**config.mk**
```make
export PLATFORM = sky130hd
export DESIGN_NAME = ysyx_axi_arbiter
export DESIGN_NICKNAME = d
export VERILOG_FILES = /design/src/rtl/ysyx_axi_arbiter.sv
export SDC_FILE = /design/constraint.sdc
export NUM_CORES = 1
export LEC_CHECK = 0
export BUFFER_PORTS_ARGS = -buffer_cell sky130_fd_sc_hd__buf_2
export CAP_MARGIN = 0
export CORE_AREA = 2 2 180 182
export CTS_BUF_LIST = sky130_fd_sc_hd__clkbuf_8
export DETAILED_ROUTE_END_ITERATION = 10
export DIE_AREA = 0 0 182 184
export GPL_ROUTABILITY_DRIVEN = 0
export RECOVER_POWER = 50
export SKIP_CTS_REPAIR_TIMING = 1
export SLEW_MARGIN = 10
export SYNTH_ARGS = -nofsm -noshare
export SYNTH_HDL_FRONTEND = slang
export SYNTH_SLANG_ARGS = --single-unit
```
**constraint.sdc**
```tcl
create_clock -name clk -period 1.6 [get_ports clk]
set_input_delay 0.32 -clock clk [delete_from_list [all_inputs] [get_ports clk]]
set_output_delay 0.32 -clock clk [all_outputs]
set_load 0.05 [all_outputs]
```
**src/rtl/ysyx_axi_arbiter.sv**
```systemverilog
// ysyx_axi_arbiter: shares one 64-bit AXI4 master port between IFU fetches and LSU loads/stores
module ysyx_axi_arbiter #(
  parameter int ADDR_W = 32,
  parameter int DATA_W = 32
) (
  input  logic              clk,
  input  logic              rst,
  input  logic [ADDR_W-1:0] ifu_araddr,
  input  logic              ifu_arvalid,
  output logic [DATA_W-1:0] ifu_rdata_o,
  output logic              ifu_rvalid_o,
  input  logic [ADDR_W-1:0] lsu_araddr,
  input  logic              lsu_arvalid,
  input  logic [7:0]        lsu_rstrb,
  output logic [DATA_W-1:0] lsu_rdata_o,
  output logic              lsu_rvalid_o,
  input  logic [ADDR_W-1:0] lsu_awaddr,
  input  logic [DATA_W-1:0] lsu_wdata,
  input  logic [7:0]        lsu_wstrb,
  input  logic              lsu_wvalid,
  output logic              lsu_wready_o,
  output logic              err_o,
  input  logic              io_master_awready,
  output logic              io_master_awvalid,
  output logic [ADDR_W-1:0] io_master_awaddr,
  output logic [3:0]        io_master_awid,
  output logic [7:0]        io_master_awlen,
  output logic [2:0]        io_master_awsize,
  output logic [1:0]        io_master_awburst,
  input  logic              io_master_wready,
  output logic              io_master_wvalid,
  output logic [63:0]       io_master_wdata,
  output logic [7:0]        io_master_wstrb,
  output logic              io_master_wlast,
  output logic              io_master_bready,
  input  logic              io_master_bvalid,
  input  logic [1:0]        io_master_bresp,
  input  logic              io_master_arready,
  output logic              io_master_arvalid,
  output logic [ADDR_W-1:0] io_master_araddr,
  output logic [3:0]        io_master_arid,
  output logic [7:0]        io_master_arlen,
  output logic [2:0]        io_master_arsize,
  output logic [1:0]        io_master_arburst,
  output logic              io_master_rready,
  input  logic              io_master_rvalid,
  input  logic [1:0]        io_master_rresp,
  input  logic [63:0]       io_master_rdata,
  input  logic              io_master_rlast
);
  typedef enum logic [2:0] {IDLE, AR, R, AW_W, B, DONE} state_e;
  state_e state_q, state_d;
  logic last_lsu_q, last_lsu_d, own_lsu_q, own_lsu_d, wr_q, wr_d;
  logic aw_done_q, aw_done_d, w_done_q, w_done_d;
  logic [ADDR_W-1:0] addr_q, addr_d;
  logic [2:0] size_q, size_d;
  logic [63:0] wdata_q, wdata_d;
  logic [7:0] wstrb_q, wstrb_d;
  logic [1:0] resp_q, resp_d;
  logic [DATA_W-1:0] data_q, data_d, rword, wsh;
  logic pick_lsu;
  function automatic logic [2:0] size_of(input logic [7:0] s);
    return s == 8'h01 ? 3'd0 : s == 8'h03 ? 3'd1 : 3'd2;
  endfunction
  assign pick_lsu = lsu_arvalid && (!ifu_arvalid || !last_lsu_q);
  assign rword = addr_q[2] ? io_master_rdata[63:32] : io_master_rdata[31:0];
  assign wsh = lsu_wdata << {lsu_awaddr[1:0], 3'b000};
  // Grant selection, AXI channel sequencing and response capture
  always_comb begin
    state_d = state_q;
    last_lsu_d = last_lsu_q;
    own_lsu_d = own_lsu_q;
    wr_d = wr_q;
    addr_d = addr_q;
    size_d = size_q;
    wdata_d = wdata_q;
    wstrb_d = wstrb_q;
    aw_done_d = aw_done_q;
    w_done_d = w_done_q;
    resp_d = resp_q;
    data_d = data_q;
    case (state_q)
      IDLE: begin
        if (lsu_wvalid) begin
          own_lsu_d = 1'b1;
          wr_d = 1'b1;
          addr_d = lsu_awaddr;
          size_d = size_of(lsu_wstrb);
          wdata_d = {wsh, wsh};
          wstrb_d = lsu_wstrb << lsu_awaddr[2:0];
          aw_done_d = 1'b0;
          w_done_d = 1'b0;
          state_d = AW_W;
        end else if (lsu_arvalid || ifu_arvalid) begin
          own_lsu_d = pick_lsu;
          wr_d = 1'b0;
          addr_d = pick_lsu ? lsu_araddr : ifu_araddr;
          size_d = pick_lsu ? size_of(lsu_rstrb) : 3'd2;
          last_lsu_d = (lsu_arvalid && ifu_arvalid) ? pick_lsu : last_lsu_q;
          state_d = AR;
        end
      end
      AR: state_d = io_master_arready ? R : AR;
      R: begin
        if (io_master_rvalid && io_master_rlast) begin
          data_d = rword >> {addr_q[1:0], 3'b000};
          resp_d = io_master_rresp;
          state_d = DONE;
        end
      end
      AW_W: begin
        aw_done_d = aw_done_q | (io_master_awvalid & io_master_awready);
        w_done_d = w_done_q | (io_master_wvalid & io_master_wready);
        state_d = (aw_done_d && w_done_d) ? B : AW_W;
      end
      B: begin
        if (io_master_bvalid) begin
          resp_d = io_master_bresp;
          state_d = DONE;
        end
      end
      default: state_d = IDLE;
    endcase
  end
  // State and latched-request registers
  always_ff @(posedge clk) begin
    if (rst) begin
      state_q <= IDLE;
      last_lsu_q <= 1'b0;
      own_lsu_q <= 1'b0;
      wr_q <= 1'b0;
      addr_q <= '0;
      size_q <= '0;
      wdata_q <= '0;
      wstrb_q <= '0;
      aw_done_q <= 1'b0;
      w_done_q <= 1'b0;
      resp_q <= '0;
      data_q <= '0;
    end else begin
      state_q <= state_d;
      last_lsu_q <= last_lsu_d;
      own_lsu_q <= own_lsu_d;
      wr_q <= wr_d;
      addr_q <= addr_d;
      size_q <= size_d;
      wdata_q <= wdata_d;
      wstrb_q <= wstrb_d;
      aw_done_q <= aw_done_d;
      w_done_q <= w_done_d;
      resp_q <= resp_d;
      data_q <= data_d;
    end
  end
  assign io_master_arvalid = state_q == AR;
  assign io_master_araddr = addr_q;
  assign io_master_arid = 4'd0;
  assign io_master_arlen = 8'd0;
  assign io_master_arsize = size_q;
  assign io_master_arburst = 2'b01;
  assign io_master_rready = state_q == R;
  assign io_master_awvalid = state_q == AW_W && !aw_done_q;
  assign io_master_awaddr = addr_q;
  assign io_master_awid = 4'd0;
  assign io_master_awlen = 8'd0;
  assign io_master_awsize = size_q;
  assign io_master_awburst = 2'b01;
  assign io_master_wvalid = state_q == AW_W && !w_done_q;
  assign io_master_wdata = wdata_q;
  assign io_master_wstrb = wstrb_q;
  assign io_master_wlast = io_master_wvalid;
  assign io_master_bready = state_q == B;
  assign ifu_rdata_o = data_q;
  assign lsu_rdata_o = data_q;
  assign ifu_rvalid_o = state_q == DONE && !own_lsu_q;
  assign lsu_rvalid_o = state_q == DONE && own_lsu_q && !wr_q;
  assign lsu_wready_o = state_q == DONE && own_lsu_q && wr_q;
  assign err_o = state_q == DONE && resp_q != 2'b00;
endmodule

```
## Word level (Yosys, flattened, before mapping)

Cells that the tools add are included.

- Register bits after elaboration: 149
- Input bits: 223
- Output and inout port bits: 244
- Word-level logic and storage cells: 92

- Eq/ne operators: 13
- Shift operators: 3
- Mux-type cells: 28
- Bitwise gates (word level): 5
- Reductions and logical operators: 31

Operators with widths:

| kind | number |
|---|---|
| $mux 32 | 4 |
| $shl 32x5->32 | 1 |
| $shr 32x5->32 | 1 |
| $mux 3 | 7 |
| $eq 8x1->1 const B | 2 |
| $eq 8x2->1 const B | 2 |
| $mux 2 | 8 |
| $pmux 3 s5 | 1 |
| $logic_and 1x1->1 | 11 |
| $reduce_and 2->1 | 4 |
| $reduce_bool 2->1 | 4 |
| $shl 8x3->8 | 1 |
| $eq 3x2->1 const B | 2 |
| $eq 3x3->1 const B | 2 |
| $logic_not 1->1 | 6 |
| $reduce_and 3->1 | 2 |
| $mux 1 | 5 |
| $ne 2x1->1 const B | 2 |
| $pmux 1 s2 | 2 |
| $pmux 2 s2 | 1 |
| $reduce_and 4->1 | 1 |
| $eq 3x1->1 const B | 1 |
| $logic_not 3->1 | 1 |
| $ne 3x3->1 const B | 1 |
| 5 further kinds | 8 |

## Longest topological paths before layout

- Word-level depth: 7
- Depth in mapped cells: 7
- Gate-level depth less buffers: 4

## Worst setup path before layout

Ideal clock, no wire load.

- Path type: register to register
- From: reg state_q[0]
- To: reg state_q[1]
- Setup time: 0.070 ns
- Arrival: 2.321 ns
- Data required time: 1.530 ns
- Setup slack: -0.791 ns
- Stages on the path, launching flop included: 6
- Path buffers: 2
- Clock period less this slack: 2.391 ns
- Path through: dfxtp_1 > buf_6 > clkbuf_1 > nor3b_1 > a22oi_1 > a21oi_1

- Elaborated cells on any way between the ends: 18
- Those cells by class: 7 x eq/ne; 2 x mux; 4 x bitwise; 5 x reduce/logical

RTL lines:

| item | RTL line | RTL |
|---|---|---|
| start: declaration | 52 | `state_e state_q, state_d;` |
| start signal: assignment | 141 | `state_q <= state_d;` |
| $eq 3x1->1 | -- |  |
| via io_master_arvalid | 39 | `output logic io_master_arvalid,` |
| $pmux 3 s5 | 82 | `case (state_q)` |

The timed path passes the listed nets, and every way through them passes these cells.
A chain may end at the register's enable or synchronous reset.

## Worst setup path after layout

- From: reg state_q[1]
- To: out io_master_wlast

- Cells in the longest elaborated chain, start to end: 2

Ends and longest elaborated chain:

| item | RTL line | RTL |
|---|---|---|
| $eq 3x2->1 | 168 | `assign io_master_wvalid = state_q == AW_W && !w_done_q;` |
| $logic_and 1x1->1 | 168 |  |
| end: declaration | 34 | `output logic io_master_wlast,` |

No other way between the ends.

==> qor.yml <==
critical_path:
  startpoint: "state_q[1]$_SDFFE_PP0P_"
  cp_num_buf_inv: 2
  crit_fanout: 6
  path_delay_family: "simple AND/OR/NAND/NOR gates"
  crit_required_ns: 1.28
  r2r-end: "io_master_araddr[7]$_SDFFE_PP0P_"
  crit_chain: "buf_6 -> nor2b_4 -> nand2_4 -> nor2_4 -> buf_6"
  start_kind: "flop"
  worstRegToRegCells: 8
  cp_num_cells: 5
  critPathSlowestCell: "dfxtp_4"
  r2r-start: "state_q[1]$_SDFFE_PP0P_"
  crit_path_frequent_cell: "buf_6"
  max_stage_delay_ns: 0.38
  endpoint_kind: "primary output"
  endpoint: "io_master_wlast"
  r2r_slack_ns: -0.05
  worstSetupPathType: "reg -> out"
  cp.arrival_ns: 1.61
global_routing:
  grt_max_degree: 53
  antenna_found_initial: 6
  grt_pass1_wl_mm: 40.0
  gr-total-overflow: 0
  grt_pass1_vias: 6729
  gr-usage-all-layers: 0.157
run_status:
  status: "finished, violations left"
  violations: "negative setup slack"
die:
  die_y_um: 184
  num_io_pins: 467
  initial_core_util: 0.222
  core_sq_mm: 0.0314
  die_w_um: 182
  die_area_sq_mm: 0.0335
  row_count: 65
clock_tree:
  clock_latency_ns: 0.46
  clk_path_buf_depth: 2
  cts_sinks: 116
  htreeDepth: 4
  clkTransAtPathRegs_ns: 0.07
  cts-root-buf: "clkbuf_8"
  cts_tree: "done"
  cts_inserted_buffers: 17
pwr:
  design_power_total_uw: 21200
  ir_drop_uv: 1110
  cellLeakagePower_uw: 0.00504
  power-per-cell-area_mw_per_mm2: 1970
synth:
  synth_cells: 799
  synthArstFlopShare: 0
  synth-adder-area-share: 0
  yosysTopAreaCellShare: 0.334
  muxShareOfSynthArea: 0.141
  ys.flop_type: "dfxtp_1"
  synth_edf_count: 0
  synth-compound-area-share: 0.179
  synth_top_family_by_area: "buffers and inverters"
  yosys_warnings: 0
  synth_area_sq_mm: 0.00696
  synth_cell_types: 55
  ys_top_cells_by_area: "dfxtp_1 (33%), buf_4 (14%), mux2i_1 (7.9%), mux4_2 (6.1%), a211oi_1 (5.8%)"
  synthSimpleGateAreaFrac: 0.158
  synth_top_area_cell: "dfxtp_1"
  ys_seq_area_frac: 0.334
  synth_xor_area_frac: 0.00252
  syn_avg_cell_area_sq_um: 8.71
  synth_seq_cells: 116
sta:
  report.final.slew_viol_count: 0
  finalCritPeriodShare: 1.21
  finalClockSkew_ns: 0.00836
  rsz0062_at_grt: "true"
  period_minus_slack_ns: 1.93
  setup_slack_ns: -0.334
  hold_viol_final: 0
  fmax_mhz: 517
  tightest_slew_ns: 0.781
  setup_viol: 26
  max_slew_margin: 0.478
  hold_slack_ns: 0.106
placed_design:
  portBuffers: 436
  dp.cells: 1554
  place_ws_ns: -0.0664
  place_hpwl_mm: 22.8
routing:
  wire_per_inst_um: 18.4
  initialDrtViolationCount: 414
  wl_mm: 29.7
  via_count: 7486
  antenna_left: 0
  avgViaCountPerCell: 4.64
  drt-pass1-iter-count: 9
  route.detailed.drc: 0
cells_and_area:
  fillers: 3312
  layout.cells.non_filler: 1614
  drive_above_1_share: 0.578
  nets: 1420
  areaGrowthSynthToFinish_pct: 54.4
flow_run:
  drv_cap: 0
hold_path:
  holdCritPathClass: "in -> reg"
==> synth_stat cells, drive strengths merged, types with 2 or more instances <==
master	number
o221ai	2
o21ai	15
nor4b	4
a22o	7
nand4	2
nor2b	4
clkbuf	38
a21o	2
a22oi	11
nor3b	4
a222oi	30
nand2b	3
nor3	32
nand4b	2
a211oi	54
mux2i	55
or2	2
o22ai	9
dfxtp	116
nand3	15
or3	9
inv	4
nor2	102
nand2	52
clkinv	2
a31oi	3
a311oi	2
conb	2
and2	3
buf	154
a21oi	28
mux4	19
==> cell type report <==
type                    instances  area (sq um)  area share
multi-input cells             513          4020       0.374
repair buffers                543          3520       0.328
flip-flops and latches        116          2340       0.218
well taps                     402           503      0.0468
clock buffers                  19           262      0.0243
clock inverters                13          70.1     0.00652
inverters                       6          22.5     0.00210
diodes                          2          5.00    0.000466
==> registers in the layout (all words and copies together) (netlist names) <==
signal	count
aw_done_q	1
ifu_rdata_o	32
io_master_araddr	32
io_master_arsize	2
io_master_wdata	32
io_master_wstrb	8
last_lsu_q	1
own_lsu_q	1
resp_q	2
state_q	3
w_done_q	1
wr_q	1
==> metrics by stage <==
| stage | area (sq um) | utilization | TNS (ns) |
|---|---|---|---|
| 6_report | 10700 | 0.342 | -2.99 |
| 3_5_place_dp | 9480 | 0.302 | -0.356 |
| 3_3_place_gp | 9480 | 0.302 | -0.191 |
| 2_1_floorplan | 7240 | - | -6.32 |
| 5_1_grt | 10700 | 0.342 | -6.61 |
| 4_1_cts | 9810 | 0.313 | -5.34 |
==> cells in the final DEF (no fill, tap or decap), types with 5 or more instances in the layout <==
| cell type | count |
|---|---|
| buf_2 | 421 |
| dfxtp_1 | 110 |
| nor2_1 | 80 |
| buf_4 | 67 |
| mux2i_1 | 51 |
| nand2_1 | 50 |
| a211oi_2 | 33 |
| a222oi_1 | 30 |
| conb_1 | 30 |
| nor3_1 | 28 |
| buf_12 | 23 |
| a21oi_1 | 22 |
| a211oi_1 | 20 |
| mux4_2 | 19 |
| clkbuf_8 | 19 |
| buf_6 | 17 |
| nor2_2 | 14 |
| nand3_1 | 14 |
| o21ai_1 | 9 |
| nor2_4 | 8 |
| buf_8 | 8 |
| inv_1 | 7 |
| a22o_1 | 7 |
| clkinv_2 | 7 |
| o21ai_0 | 6 |
| a21oi_2 | 6 |
| a22oi_2 | 6 |
| or3_1 | 5 |
| a22oi_1 | 5 |
| clkbuf_16 | 5 |
| dfxtp_4 | 5 |
==> metal layers <==
metal / global-route usage / wire, um
met1: 0.191 / 12100
met5: 0 / 24
met4: 0.0577 / 729
met3: 0.0365 / 2000
met2: 0.272 / 14900
==> worst min-delay path by stage <==
stage                     cells after the start                          endpoint                       startpoint  slack [ns]
after floorplan                               1  io_master_wdata[33]$_SDFFE_PP0P_                     lsu_wdata[1]        0.45
after global placement                        2   io_master_wstrb[0]$_SDFFE_PP0P_  io_master_wstrb[0]$_SDFFE_PP0P_        0.44
after detailed placement                      2      ifu_rdata_o[31]$_SDFFE_PP0P_     ifu_rdata_o[31]$_SDFFE_PP0P_        0.46
after CTS                                     2  io_master_wdata[34]$_SDFFE_PP0P_                     lsu_wdata[2]        0.07
after global routing                          2  io_master_wdata[34]$_SDFFE_PP0P_                     lsu_wdata[2]        0.08
final                                         2  io_master_wdata[34]$_SDFFE_PP0P_                     lsu_wdata[2]        0.11
==> kinds of logic after synthesis <==
group                     Yosys count
other                               2
and+or+nand+nor                   238
AOI/OAI and AO/OA                 169
buffers and inverters             198
muxes                              74
DFF                               116
xor gates and xnor gates            2
==> worst reg2reg max path: cells and delay by family (launching register included) <==
kind	cells	cell delay (ns)
AND/OR/NAND/NOR	3	0.50
AO/OA/AOI/OAI	1	0.17
flip-flops	1	0.37
buffers and inverters	4	0.53
==> report_power, final <==
group / switching (uW) / total, uW / leakage (uW) / internal, uW
combinational: 9230 / 14200 / 0.00390 / 4940
clock: 1360 / 2470 / 0.000184 / 1110
sequential: 811 / 4520 / 0.000952 / 3710
No activity file was read; power rests on OpenSTA's default activity.
